$ cat src/rtl/task_graph_streamer.sv
// Holds one task graph as an NUM_V x NUM_V edge-weight matrix and replays it row-major, app_count times.
// Optional macro TGS_SKIP_ZERO_EN: zero entries take a 1-cycle slot instead of 2.
module task_graph_streamer #(
    parameter int NUM_V  = 4,
    parameter int DATA_W = 32,
    parameter int IDX_W  = $clog2(NUM_V),
    parameter int CNT_W  = 10
) (
    input  logic              clk,
    input  logic              rst_b,
    input  logic              wr_en,
    input  logic [IDX_W-1:0]  wr_row,
    input  logic [IDX_W-1:0]  wr_col,
    input  logic [DATA_W-1:0] wr_data,
    input  logic              start,
    input  logic [CNT_W-1:0]  app_count,
    output logic              busy,
    output logic              done,
    output logic [DATA_W-1:0] task_array,
    output logic [IDX_W-1:0]  row,
    output logic [IDX_W-1:0]  col,
    output logic              root_task,
    output logic              app_end
);

    typedef enum logic [2:0] {S_IDLE, S_EMIT, S_END, S_GAP, S_FIN} state_t;

    state_t state, state_nx;

    logic [DATA_W-1:0] mem [NUM_V][NUM_V];

    logic [IDX_W-1:0]  cur_row, cur_col, row_nx, col_nx;
    logic              phase, phase_nx;
    logic [CNT_W-1:0]  passes, passes_nx;
    logic              root_seen, root_seen_nx;

    logic              pend_valid;
    logic [IDX_W-1:0]  pend_row, pend_col;
    logic [DATA_W-1:0] pend_data;

    logic              busy_nx, done_nx, root_nx, app_end_nx;
    logic [DATA_W-1:0] task_nx;
    logic [IDX_W-1:0]  row_o_nx, col_o_nx;

    logic [DATA_W-1:0] cur_data;
    logic              cur_nz, slot_end, last_col, last_entry, wr_ok;

    assign cur_data   = mem[cur_row][cur_col];
    assign cur_nz     = (cur_data != '0);
    assign last_col   = (cur_col == IDX_W'(NUM_V - 1));
    assign last_entry = last_col && (cur_row == IDX_W'(NUM_V - 1));
    assign wr_ok      = (state == S_IDLE) && wr_en &&
                        (int'(wr_row) < NUM_V) && (int'(wr_col) < NUM_V);

`ifdef TGS_SKIP_ZERO_EN
    assign slot_end = phase || !cur_nz;
`else
    assign slot_end = phase;
`endif

    always_ff @(posedge clk or negedge rst_b) begin
        if (!rst_b) begin
            state      <= S_IDLE;
            cur_row    <= '0;
            cur_col    <= '0;
            phase      <= 1'b0;
            passes     <= '0;
            root_seen  <= 1'b0;
            busy       <= 1'b0;
            done       <= 1'b0;
            task_array <= '0;
            row        <= '0;
            col        <= '0;
            root_task  <= 1'b0;
            app_end    <= 1'b0;
        end else begin
            state      <= state_nx;
            cur_row    <= row_nx;
            cur_col    <= col_nx;
            phase      <= phase_nx;
            passes     <= passes_nx;
            root_seen  <= root_seen_nx;
            busy       <= busy_nx;
            done       <= done_nx;
            task_array <= task_nx;
            row        <= row_o_nx;
            col        <= col_o_nx;
            root_task  <= root_nx;
            app_end    <= app_end_nx;
        end
    end

    // Outputs are registered from the current state, so the FSM runs one cycle ahead of the stream.
    always_comb begin
        state_nx     = state;
        row_nx       = cur_row;
        col_nx       = cur_col;
        phase_nx     = phase;
        passes_nx    = passes;
        root_seen_nx = root_seen;
        busy_nx      = 1'b0;
        done_nx      = 1'b0;
        task_nx      = '0;
        row_o_nx     = '0;
        col_o_nx     = '0;
        root_nx      = 1'b0;
        app_end_nx   = 1'b0;
        case (state)
            S_IDLE: begin
                if (start) begin
                    if (app_count != '0) begin
                        state_nx     = S_EMIT;
                        passes_nx    = app_count;
                        row_nx       = '0;
                        col_nx       = '0;
                        phase_nx     = 1'b0;
                        root_seen_nx = 1'b0;
                    end else begin
                        state_nx = S_FIN;
                    end
                end
            end
            S_EMIT: begin
                busy_nx  = 1'b1;
                task_nx  = cur_data;
                row_o_nx = cur_row;
                col_o_nx = cur_col;
                root_nx  = cur_nz && !root_seen;
                if (slot_end) begin
                    phase_nx = 1'b0;
                    if (cur_nz)
                        root_seen_nx = 1'b1;
                    if (last_entry) begin
                        state_nx = S_END;
                    end else if (last_col) begin
                        col_nx = '0;
                        row_nx = cur_row + IDX_W'(1);
                    end else begin
                        col_nx = cur_col + IDX_W'(1);
                    end
                end else begin
                    phase_nx = 1'b1;
                end
            end
            S_END: begin
                busy_nx    = 1'b1;
                task_nx    = cur_data;
                row_o_nx   = cur_row;
                col_o_nx   = cur_col;
                app_end_nx = 1'b1;
                phase_nx   = !phase;
                if (phase)
                    state_nx = S_GAP;
            end
            S_GAP: begin
                busy_nx   = 1'b1;
                row_o_nx  = cur_row;
                col_o_nx  = cur_col;
                passes_nx = passes - CNT_W'(1);
                if (passes != CNT_W'(1)) begin
                    state_nx     = S_EMIT;
                    row_nx       = '0;
                    col_nx       = '0;
                    root_seen_nx = 1'b0;
                end else begin
                    state_nx = S_FIN;
                end
            end
            S_FIN: begin
                done_nx  = 1'b1;
                state_nx = S_IDLE;
            end
            default: state_nx = S_IDLE;
        endcase
    end

    // A write arriving with an accepted start is parked until FIN so the run sees the old matrix.
    always_ff @(posedge clk or negedge rst_b) begin
        if (!rst_b) begin
            mem        <= '{default: '0};
            pend_valid <= 1'b0;
            pend_row   <= '0;
            pend_col   <= '0;
            pend_data  <= '0;
        end else begin
            if (wr_ok && start) begin
                pend_valid <= 1'b1;
                pend_row   <= wr_row;
                pend_col   <= wr_col;
                pend_data  <= wr_data;
            end else if (wr_ok) begin
                mem[wr_row][wr_col] <= wr_data;
            end else if (state == S_FIN && pend_valid) begin
                mem[pend_row][pend_col] <= pend_data;
                pend_valid              <= 1'b0;
            end
        end
    end

endmodule

$ cat config.mk
export PLATFORM = sky130hd
export DESIGN_NAME = task_graph_streamer
export DESIGN_NICKNAME = d
export VERILOG_FILES = /design/src/rtl/task_graph_streamer.sv
export SDC_FILE = /design/constraint.sdc
export NUM_CORES = 1
export LEC_CHECK = 0
export ABC_AREA = 1
export CAP_MARGIN = 20
export CORE_AREA = 2 2 247 249
export DETAILED_ROUTE_END_ITERATION = 6
export DIE_AREA = 0 0 249 251
export PLACE_DENSITY = 0.72
export REMOVE_ABC_BUFFERS = 1
export SYNTH_ARGS = -nofsm -noshare
export SYNTH_HDL_FRONTEND = slang
export SYNTH_SLANG_ARGS = --single-unit
$ cat constraint.sdc
create_clock -name clk -period 2.3 [get_ports clk]
set_input_delay 0.345 -clock clk [delete_from_list [all_inputs] [get_ports clk]]
set_output_delay 0.345 -clock clk [all_outputs]
set_load 0.02 [all_outputs]
==> impl_metrics.ini <==
[detailed_routing]
met2WireLength_mm = 54.25
average_via_count_per_standard_cell = 6.488
remaining_antenna_violation_count_after_routing = 0
drt_iter0_markers = 4456
highest_layer = met5
wl_met3_mm = 17.75
wl_per_instance_um = 24.58
first_pass_iters = 7
drcViolationCount = 0
detail_route.wirelength.met1_mm = 46.10
num_vias = 33666
postRouteWirelength_mm = 127.5

[critical_path]
worst_r2r_endpoint = root_task$_DFF_PN0_
critical_path.startpoint_type = flip-flop
path_class = flip-flop to flip-flop
reg2reg_start = cur_row[0]$_DFFE_PN0P_
critical_path.max_fanout = 8
worstPathArrival_ns = 2.92
cp_data_required_time_ns = 2.82
critical_path.endpoint = root_task$_DFF_PN0_
cp-end-kind = flip-flop
timing.reg2reg.setup_slack_ns = -0.10
ff2ff_path_depth = 15
worst_setup_path_startpoint = cur_row[0]$_DFFE_PN0P_

[finish]
mostFrequentLayoutCells = sky130_fd_sc_hd__nand2_1 (882), sky130_fd_sc_hd__dfrtp_1 (604), sky130_fd_sc_hd__o22ai_1 (495)
fin_area_um2 = 40800
final_cell_count_no_fill = 5189
insertedDiodeCount = 0
final_common_cell = sky130_fd_sc_hd__nand2_1
final_net_count = 4409
final_layout_size_suffix_gt1_frac = 0.1774
growth_of_design_area_from_synthesis_to_finish_pct = 25.29

[timing]
fin_ws_ns = -0.1025
setup_viol = 2
worst-slew-pin-transition_ns = 0.7554
finalMaxSlewViolations = 0
min_period_ns = 2.402
clock_skew_ns = 0.03091
hold-worst-slack_ns = 0.2178
setup_repair_after_global_routing_missed_its_margin = true
final_min_period_over_clock_period = 1.045
final_hold_viol_count = 0
fmax_ghz = 0.4162
worst_slew_margin_rel = 0.4964

[synthesis]
synth.distinct_cells = 40
post_synth.cell_area_avg_um2 = 7.846
async_flop_share = 1.000
synthesis.area_um2 = 32570
synth_enable_flop_cells = 0
synth_seq_area_share = 0.4672
netlist_instances = 4151
synth-seq-cells = 608
yosys_warnings = 0
dominantRegCellSynth = sky130_fd_sc_hd__dfrtp_1

[place]
routabilityCongestion = 0.9707
buffer_ports.inserted = 89
dp_cells = 5026
dpl.hpwl_mm = 77.23
placed_cell_area_um2 = 37170
detailedPlace.worstSlack_ns = -0.2984

[clocking]
worstSkewPairLatency_ns = 0.64
cts.reportedPaths.clkPinSlew_ns = 0.06
clock_sinks = 608
clk_path_buf_depth = 3
tritoncts = done
clock_tree.root_cell = sky130_fd_sc_hd__clkbuf_16
htree_num_levels = 3
cts-buffers-inserted = 67

[grt]
grt_pass1_vias = 31975
grt_pass1_wl_mm = 189.9
grt_overflow = 0
grt_max_degree = 96
grt_antenna_before_repair = 1
grt_util_all_layers = 0.3971

[min_path]
hold_path_class = input pin to async pin

[power]
worst_ir_drop_vdd_uv = 555.7
power-per-cell-area_nw_per_um2 = 551.3
cellLeakagePower_nw = 18.43

[die]
std_cell_rows = 90
core_region_area_um2 = 59790
die_area_um2 = 62500
start_util = 0.5447
boundaryPins = 90
die_w_um = 249
fp.dieH_um = 251

[job]
maxCapViolCount = 0

[run_status]
violations = setup timing
status = finished with violations
## synthesized netlist by cell type (2+ instances only)
| master | number | share of area |
|---|---|---|
| sky130_fd_sc_hd__nand2_1 | 931 | 0.11 |
| sky130_fd_sc_hd__dfrtp_1 | 608 | 0.47 |
| sky130_fd_sc_hd__o22ai_1 | 495 | 0.095 |
| sky130_fd_sc_hd__inv_1 | 482 | 0.056 |
| sky130_fd_sc_hd__o21ai_0 | 479 | 0.074 |
| sky130_fd_sc_hd__nand3_1 | 341 | 0.052 |
| sky130_fd_sc_hd__clkbuf_1 | 215 | 0.025 |
| sky130_fd_sc_hd__o211ai_1 | 106 | 0.024 |
| sky130_fd_sc_hd__mux2_2 | 103 | 0.036 |
| sky130_fd_sc_hd__buf_2 | 96 | 0.015 |
| sky130_fd_sc_hd__nor2_1 | 76 | 0.0088 |
| sky130_fd_sc_hd__a21oi_1 | 72 | 0.011 |
| sky130_fd_sc_hd__buf_1 | 44 | 0.0051 |
| sky130_fd_sc_hd__clkinv_1 | 33 | 0.0038 |
| sky130_fd_sc_hd__a21oi_4 | 8 | 0.0040 |
| sky130_fd_sc_hd__a21oi_2 | 7 | 0.0019 |
| sky130_fd_sc_hd__buf_4 | 7 | 0.0016 |
| sky130_fd_sc_hd__mux2_1 | 7 | 0.0024 |
| sky130_fd_sc_hd__inv_2 | 5 | 0.00058 |
| sky130_fd_sc_hd__nor3_2 | 5 | 0.0015 |
| sky130_fd_sc_hd__buf_6 | 4 | 0.0014 |
| sky130_fd_sc_hd__ha_1 | 4 | 0.0015 |
| sky130_fd_sc_hd__nor4_1 | 3 | 0.00058 |
| sky130_fd_sc_hd__a32o_1 | 2 | 0.00061 |
| sky130_fd_sc_hd__nand2_2 | 2 | 0.00038 |
| sky130_fd_sc_hd__nor3_1 | 2 | 0.00031 |
## final cells by class
class / count / area [µm²]
Clock buffer: 103 / 2014
Clock inverter: 18 / 231.5
Fill cell: 4643 / 18990
Inverter: 520 / 1982
Multi-Input combinational cell: 2657 / 14440
Sequential cell: 608 / 15230
Tap cell: 782 / 978.4
Timing Repair Buffer: 501 / 5927
## flip-flops by register name (all words and copies together) (netlist names)
name	count
state	3
phase	1
done	1
cur_row	2
row	2
pend_col	2
pend_data	32
col	2
passes	10
task_array	32
cur_col	2
root_seen	1
pend_row	2
pend_valid	1
mem	512
app_end	1
root_task	1
busy	1
## repair_timing
item                                   4_1_cts  5_1_grt
gates cloned                                10       11
setup endpoints to repair                    5      133
resized for setup                           61      103
pin swaps                                   48       66
hold buffers                                 1        0
endpoints found under the hold margin       33        0
buffers inserted                            15        8
## cell families after synthesis
kind of cell | synth area share
simple gates | 0.1733
compound gates | 0.2122
buf+inv | 0.1075
flops | 0.4672
mux | 0.03803
fa+ha+maj | 0.001537
xor+xnor | 0.0002690
## worst max-delay path, cell delays in order (launching register included)
cell                        delay [ns]
sky130_fd_sc_hd__dfrtp_4          0.51
sky130_fd_sc_hd__buf_12           0.18
sky130_fd_sc_hd__clkinv_16        0.10
sky130_fd_sc_hd__clkbuf_16        0.17
sky130_fd_sc_hd__clkbuf_16        0.16
sky130_fd_sc_hd__nand2_1          0.06
sky130_fd_sc_hd__nand3_1          0.08
sky130_fd_sc_hd__nand3_1          0.10
sky130_fd_sc_hd__nand3_2          0.10
sky130_fd_sc_hd__nand2_1          0.09
sky130_fd_sc_hd__nor2_4           0.16
sky130_fd_sc_hd__nand2_2          0.08
sky130_fd_sc_hd__nor2_4           0.16
sky130_fd_sc_hd__nand2_4          0.10
sky130_fd_sc_hd__o21ai_1          0.15
sky130_fd_sc_hd__nor2_1           0.05
## worst min path at each step
stage	start	end	slack, ns	cells after the start
CTS	rst_b	pend_data[12]$_DFFE_PN0P_	0.23	2
detailed placement	rst_b	pend_data[12]$_DFFE_PN0P_	0.29	1
floorplan	rst_b	app_end$_DFF_PN0_	0.05	0
global route	rst_b	pend_data[12]$_DFFE_PN0P_	0.24	2
global placement	rst_b	pend_data[12]$_DFFE_PN0P_	0.29	1
finish	rst_b	pend_data[12]$_DFFE_PN0P_	0.22	2
## power breakdown
group	internal [mW]	switching [mW]	leakage, nW	total, mW
combinational	0.169	0.444	11.3	0.613
clock	6.51	4.68	1.09	11.2
sequential	10.7	0	6.01	10.7
## routing by layer
metal | track usage | up-vias
li1 | - | 14436
met1 | 0.5139 | 15916
met2 | 0.5896 | 2607
met3 | 0.1093 | 705
met4 | 0.2570 | 2
met5 | 0 | -
## per-stage QoR
stage	power [mW]	setup TNS, ns	utilization
final	22.50	-0.2012	0.6824
after global routing	23.00	-0.3496	0.6824
after CTS	22.49	-0.04265	0.6702
after detailed placement	11.50	-45.51	0.6217
after global placement	11.50	-43.83	0.6217
after floorplan	11.04	-815.04	-
Power figures use the tool's default switching activity.
